$ cat src/rtl/fu_pkg.sv
// Shared types and constants for the function-unit sweep sequencer.
package fu_pkg;

    localparam int CODE_W     = 4;
    localparam int TABLE_W    = 16;
    localparam int SETTLE_MAX = 15;

    typedef enum logic [1:0] {
        ST_IDLE = 2'd0,
        ST_RUN  = 2'd1,
        ST_DONE = 2'd2
    } sweep_state_t;

    // Index of the lowest set bit; 0 when the vector is all zeros.
    function automatic logic [CODE_W-1:0] lowest_set(input logic [TABLE_W-1:0] v);
        lowest_set = '0;
        for (int i = TABLE_W - 1; i >= 0; i--) begin
            if (v[i]) lowest_set = CODE_W'(i);
        end
    endfunction

endpackage

$ cat src/rtl/fu_settle_timer.sv
// Per-code settle counter: counts 0..SETTLE and wraps, flagging the last count.
module fu_settle_timer
    import fu_pkg::*;
#(
    parameter int SETTLE = 2
) (
    input  logic              clk,
    input  logic              rst_n,
    input  logic              clr,
    input  logic              en,
    output logic [CODE_W-1:0] cnt,
    output logic              tc
);

    localparam logic [CODE_W-1:0] SETTLE_L = CODE_W'(SETTLE);

    logic [CODE_W-1:0] r_cnt;

    assign cnt = r_cnt;
    assign tc  = (r_cnt == SETTLE_L);

    // Clear dominates; when enabled the count wraps to zero at the terminal value.
    always_ff @(posedge clk or negedge rst_n) begin
        if (!rst_n) begin
            r_cnt <= '0;
        end else if (clr) begin
            r_cnt <= '0;
        end else if (en) begin
            r_cnt <= tc ? '0 : r_cnt + 1'b1;
        end
    end

endmodule

$ cat src/rtl/fu_sweep_ctrl.sv
// Walks all 16 codes through the external function unit, captures its
// truth table and compares it against a golden table latched at start.
//
// state   | meaning
// IDLE    | waiting for start; results of an aborted sweep may remain in truth
// RUN     | driving fu_in, settling and sampling one code at a time
// DONE    | sweep finished; results held until the next accepted start
module fu_sweep_ctrl
    import fu_pkg::*;
#(
    parameter int SETTLE = 2
) (
    input  logic               clk,
    input  logic               rst_n,
    input  logic               start,
    input  logic               abort,
    input  logic [TABLE_W-1:0] expected,
    output logic [CODE_W-1:0]  fu_in,
    input  logic               fu_out,
    output logic               busy,
    output logic               done,
    output logic               valid,
    output logic [TABLE_W-1:0] truth,
    output logic               mismatch,
    output logic [CODE_W-1:0]  first_bad
);

    sweep_state_t        r_state;
    logic [CODE_W-1:0]   r_fu_in;
    logic [TABLE_W-1:0]  r_truth;
    logic [TABLE_W-1:0]  r_expected;
    logic                r_busy;
    logic                r_done;
    logic                r_valid;
    logic                r_mismatch;
    logic [CODE_W-1:0]   r_first_bad;

    logic                w_start_ok;
    logic                w_tmr_clr;
    logic                w_tmr_en;
    logic                w_tmr_tc;
    logic [CODE_W-1:0]   w_tmr_cnt;
    logic [TABLE_W-1:0]  w_truth_next;
    logic [TABLE_W-1:0]  w_diff;

    assign w_start_ok = start && !abort && (r_state != ST_RUN);
    assign w_tmr_en   = (r_state == ST_RUN);
    assign w_tmr_clr  = (r_state != ST_RUN) || abort;

    fu_settle_timer #(
        .SETTLE (SETTLE)
    ) u_settle_timer (
        .clk   (clk),
        .rst_n (rst_n),
        .clr   (w_tmr_clr),
        .en    (w_tmr_en),
        .cnt   (w_tmr_cnt),
        .tc    (w_tmr_tc)
    );

    // Table as it will look after this cycle's sample, so the final compare
    // sees the last bit without a one-cycle lag.
    always_comb begin
        w_truth_next          = r_truth;
        w_truth_next[r_fu_in] = fu_out;
        w_diff                = w_truth_next ^ r_expected;
    end

    // Sweep FSM with registered outputs.
    always_ff @(posedge clk or negedge rst_n) begin
        if (!rst_n) begin
            r_state     <= ST_IDLE;
            r_fu_in     <= '0;
            r_truth     <= '0;
            r_expected  <= '0;
            r_busy      <= 1'b0;
            r_done      <= 1'b0;
            r_valid     <= 1'b0;
            r_mismatch  <= 1'b0;
            r_first_bad <= '0;
        end else begin
            r_done <= 1'b0;
            case (r_state)
                ST_IDLE, ST_DONE: begin
                    if (w_start_ok) begin
                        r_state     <= ST_RUN;
                        r_fu_in     <= '0;
                        r_truth     <= '0;
                        r_expected  <= expected;
                        r_busy      <= 1'b1;
                        r_valid     <= 1'b0;
                        r_mismatch  <= 1'b0;
                        r_first_bad <= '0;
                    end
                end
                ST_RUN: begin
                    if (abort) begin
                        r_state <= ST_IDLE;
                        r_fu_in <= '0;
                        r_busy  <= 1'b0;
                    end else if (w_tmr_tc) begin
                        r_truth <= w_truth_next;
                        if (r_fu_in == CODE_W'(TABLE_W - 1)) begin
                            r_state     <= ST_DONE;
                            r_busy      <= 1'b0;
                            r_done      <= 1'b1;
                            r_valid     <= 1'b1;
                            r_mismatch  <= |w_diff;
                            r_first_bad <= lowest_set(w_diff);
                        end else begin
                            r_fu_in <= r_fu_in + 1'b1;
                        end
                    end
                end
                default: begin
                    r_state <= ST_IDLE;
                    r_busy  <= 1'b0;
                end
            endcase
        end
    end

    assign fu_in     = r_fu_in;
    assign busy      = r_busy;
    assign done      = r_done;
    assign valid     = r_valid;
    assign truth     = r_truth;
    assign mismatch  = r_mismatch;
    assign first_bad = r_first_bad;

endmodule
$ cat config.mk
export PLATFORM = sky130hd
export DESIGN_NAME = fu_sweep_ctrl
export DESIGN_NICKNAME = d
export VERILOG_FILES = /design/src/rtl/fu_pkg.sv /design/src/rtl/fu_settle_timer.sv /design/src/rtl/fu_sweep_ctrl.sv
export SDC_FILE = /design/constraint.sdc
export NUM_CORES = 1
export LEC_CHECK = 0
export CAP_MARGIN = 20
export CELL_PAD_IN_SITES_DETAIL_PLACEMENT = 1
export CELL_PAD_IN_SITES_GLOBAL_PLACEMENT = 2
export CORE_MARGIN = 8
export CORE_UTILIZATION = 34
export CTS_CLUSTER_SIZE = 24
export DETAILED_ROUTE_END_ITERATION = 12
export PLACE_DENSITY = 0.82
export SETUP_SLACK_MARGIN = 0.5
export SKIP_CTS_REPAIR_TIMING = 1
export SYNTH_ARGS = -nofsm -noshare
export SYNTH_HDL_FRONTEND = slang
export SYNTH_HIERARCHICAL = 1
export SYNTH_SLANG_ARGS = --single-unit
$ cat constraint.sdc
create_clock -name clk -period 3.25 [get_ports clk]
set_clock_uncertainty 0.2 [all_clocks]
set_input_delay 0.325 -clock clk [delete_from_list [all_inputs] [get_ports clk]]
set_output_delay 0.325 -clock clk [all_outputs]
set_load 0.05 [all_outputs]
==> results.py <==
metrics = {
    "sta": {
        "slew_violations": 0,
        "relSlewSlack_pct": 43.3,
        "period_share_pct": 80.8,
        "grt_setup_unrepaired": "yes",
        "finalCriticalPeriod_ps": 2630,
        "worst_pin_slew_ps": 849,
        "finalSetupViolCount": 0,
        "setup_tns_ps": 0,
        "fmax_ghz": 0.381,
        "hold_viol": 0,
    },
    "setup_path": {
        "critPathMaxFanout": 14,
        "critPathMaxStageDelay_ps": 660,
        "cp_top_family": "compound AO/OA/AOI/OAI gates",
        "worstPathRequired_ps": 3260,
        "crit_path_frequent_cell": "a211oi_1",
        "cp-start-kind": "flop",
        "worstSetupEndpointType": "flop",
        "crit_chain": "buf_4, nand3_1, mux2i_1, xnor2_1, a211oi_1, a211oi_1, o211ai_1",
        "crit_buf_inv": 1,
        "worst_path_max_delay_cell": "dfrtp_1",
        "setup.worst_path.class": "reg -> reg",
        "crit_arrival_ps": 2640,
    },
    "logic_synthesis": {
        "syn_nets": 313,
        "async_flop_share_pct": 100,
        "ys.flop_type": "dfrtp_1",
        "seq_area_frac_synth_pct": 43.1,
        "yosysWarnings": 6,
        "synth_top_cell_area_share_pct": 43.1,
        "synthCells": 286,
        "synth.area.top_cells": "dfrtp_1 (43%), mux2_2 (6.6%), mux2i_1 (5.2%)",
        "synth_top_area_cell": "dfrtp_1",
        "synth_edf_count": 0,
        "synth_area_um2": 2910,
        "synth-seq-cells": 50,
        "synth_cell_types": 48,
        "synth_area_per_cell_um2": 10.2,
    },
    "route": {
        "postRouteAntennaNets": 0,
        "dr_total_vias": 2340,
        "viasPerCell": 5.31,
        "drc": 0,
        "drtIter0Drc": 78,
        "firstDrtPassIters": 4,
        "finalWirelength_um": 8310,
        "wire_per_inst_um": 18.8,
    },
    "floorplanning": {
        "start_util_pct": 35.2,
        "core_area_um2": 8260,
        "dieHeight_um": 108,
        "rows": 33,
        "die-width_um": 108,
        "boundaryPins": 49,
        "die_area_um2": 11800,
    },
    "job": {
        "cap_violations": 0,
    },
    "cts": {
        "cts_max_path_buffers": 2,
        "htreeDepth": 2,
        "clkSlewWorstSetupHoldPaths_ps": 90,
        "cts-buffers-inserted": 5,
        "cts_sinks": 50,
        "clk_latency_ps": 300,
        "tritoncts": "yes",
        "cts-root-buf": "clkbuf_8",
    },
    "layout": {
        "final-instance-count-excl-fill": 441,
        "areaGrowthSynthToFinish_pct": 25.1,
        "antennaDiodeCount": 0,
        "n_fill_cell": 937,
        "post-route-util_pct": 44.0,
        "drive_above_1_share_pct": 16.7,
        "final_net_count": 363,
    },
    "placed_design": {
        "io_buffers": 48,
        "dp_cells": 433,
        "dpl.hpwl_um": 6370,
        "place_congestion": 0.789,
    },
    "global_routing": {
        "grt-ovfl-total": 0,
        "grt_pass1_vias": 2531,
        "antenna_found_initial": 0,
        "groute.usage.overall_pct": 14.4,
        "grt_start_max_net_pins": 27,
        "grt_pass1_wl_um": 13400,
    },
    "pwr": {
        "vdd_drop_max_mv": 0.216,
        "powerDensity_nw_per_um2": 372,
        "power_mw": 1.35,
        "leakage_nw": 1.56,
    },
    "worst_hold_path": {
        "hp-class": "reg -> reg",
    },
    "status": {
        "status": "finished clean",
    },
}
==> state kept, by name (all words and copies together), names as in the netlist <==
name	count
mismatch	1
r_state	2
first_bad	4
fu_in	4
valid	1
done	1
truth	16
busy	1
r_expected	16
u_settle_timer/cnt	4
==> report_power, final <==
| part | internal (mW) | total (mW) | switching [mW] |
|---|---|---|---|
| Sequential | 0.670 | 0.715 | 0.0445 |
| Combinational | 0.135 | 0.290 | 0.155 |
| Clock | 0.149 | 0.349 | 0.200 |
==> worst reg2reg max path: cells and delay by family, from the launching register on <==
kind                   cells  cell delay, ps
flip-flops                 1             660
XOR/XNOR                   1             210
multiplexers               1             410
buffers and inverters      1             250
AO/OA/AOI/OAI              3             700
AND/OR/NAND/NOR            1             120
==> area by class of cell <==
class,instances,area [um^2],share of cell area (%)
Sequential cell,50,1250,34.5
Multi-Input combinational cell,209,1580,43.4
Tap cell,105,131,3.61
Clock buffer,7,76.3,2.10
Inverter,13,48.8,1.34
Timing Repair Buffer,57,548,15.1
==> routing by layer <==
layer	vias to the layer above	GRT usage [%]	share of wire [%]	routed length, um
met5	-	0	0	0
met4	0	3.71	1.3	105
met3	8	3.15	5.2	433
met2	44	24.3	50	4130
met1	1172	18.2	44	3640
li1	1116	-	-	-
==> layout by cell type, fill, tap and decap left out, types with 6 or more instances in the layout <==
cell	synthesis	final
inv_1	13	13
mux2i_1	15	13
o21ai_0	30	30
dfrtp_1	50	49
nand2_1	17	17
mux2_2	17	17
nand3b_1	8	8
clkdlybuf4s50_1	0	46
xor2_1	6	6
nand3_1	6	6
a21oi_1	12	12
nor2_1	20	19
xnor2_1	14	13
buf_4	1	8
==> synthesized netlist by cell type (2+ instances only) <==
master and n:
clkbuf_1 3, a21o_1 2, nand3_1 6, nand3b_1 8
buf_2 5, buf_1 2, o21ai_0 30, xnor2_1 14
nand2_1 17, o31ai_1 3, buf_6 3, nor2_1 20
nor3b_2 2, a22o_1 3, or2_2 2, a21oi_1 12
o211ai_1 2, nor2b_1 5, dfrtp_1 50, o22ai_1 4
a211oi_1 4, inv_1 13, nor3b_1 4, nand2b_1 3
ha_1 6, nand4_1 2, xor2_1 6, a32o_1 3
and3_1 2, mux2i_1 15, and2_1 2, mux2_2 17
==> path summary, 6_finish.rpt <==
| path | from | to | slack, ps | cells past startpoint |
|---|---|---|---|---|
| max in group asynchronous | rst_n | fu_in[3] | 1670 | 3 |
| min reg2reg | valid | valid | 290 | 2 |
| max reg2reg | fu_in[2] | first_bad[1] | 620 | 7 |
| min | valid | valid | 290 | 2 |
| max | fu_in[2] | first_bad[1] | 620 | 7 |
| min in group asynchronous | rst_n | truth[1] | 370 | 2 |
==> cells by family after synthesis <==
| group | after synthesis | synth area share, % |
|---|---|---|
| compound gates | 69 | 14.7 |
| xor+xnor | 20 | 6.03 |
| fa+ha+maj | 6 | 2.58 |
| buf+inv | 27 | 4.61 |
| flops | 50 | 43.1 |
| mux | 33 | 12.2 |
| simple gates | 81 | 16.8 |
==> per-stage QoR <==
stage / cell area, um^2 / setup slack [ps] / hold WS, ps
floorplan: 2910 / 611 / -171
global placement: 3490 / 416 / 164
detailed placement: 3490 / 262 / 174
CTS: 3560 / 350 / -156
global route: 3630 / 450 / 337
finish: 3630 / 625 / 285
Note: power is estimated with default switching activity, not from simulation.
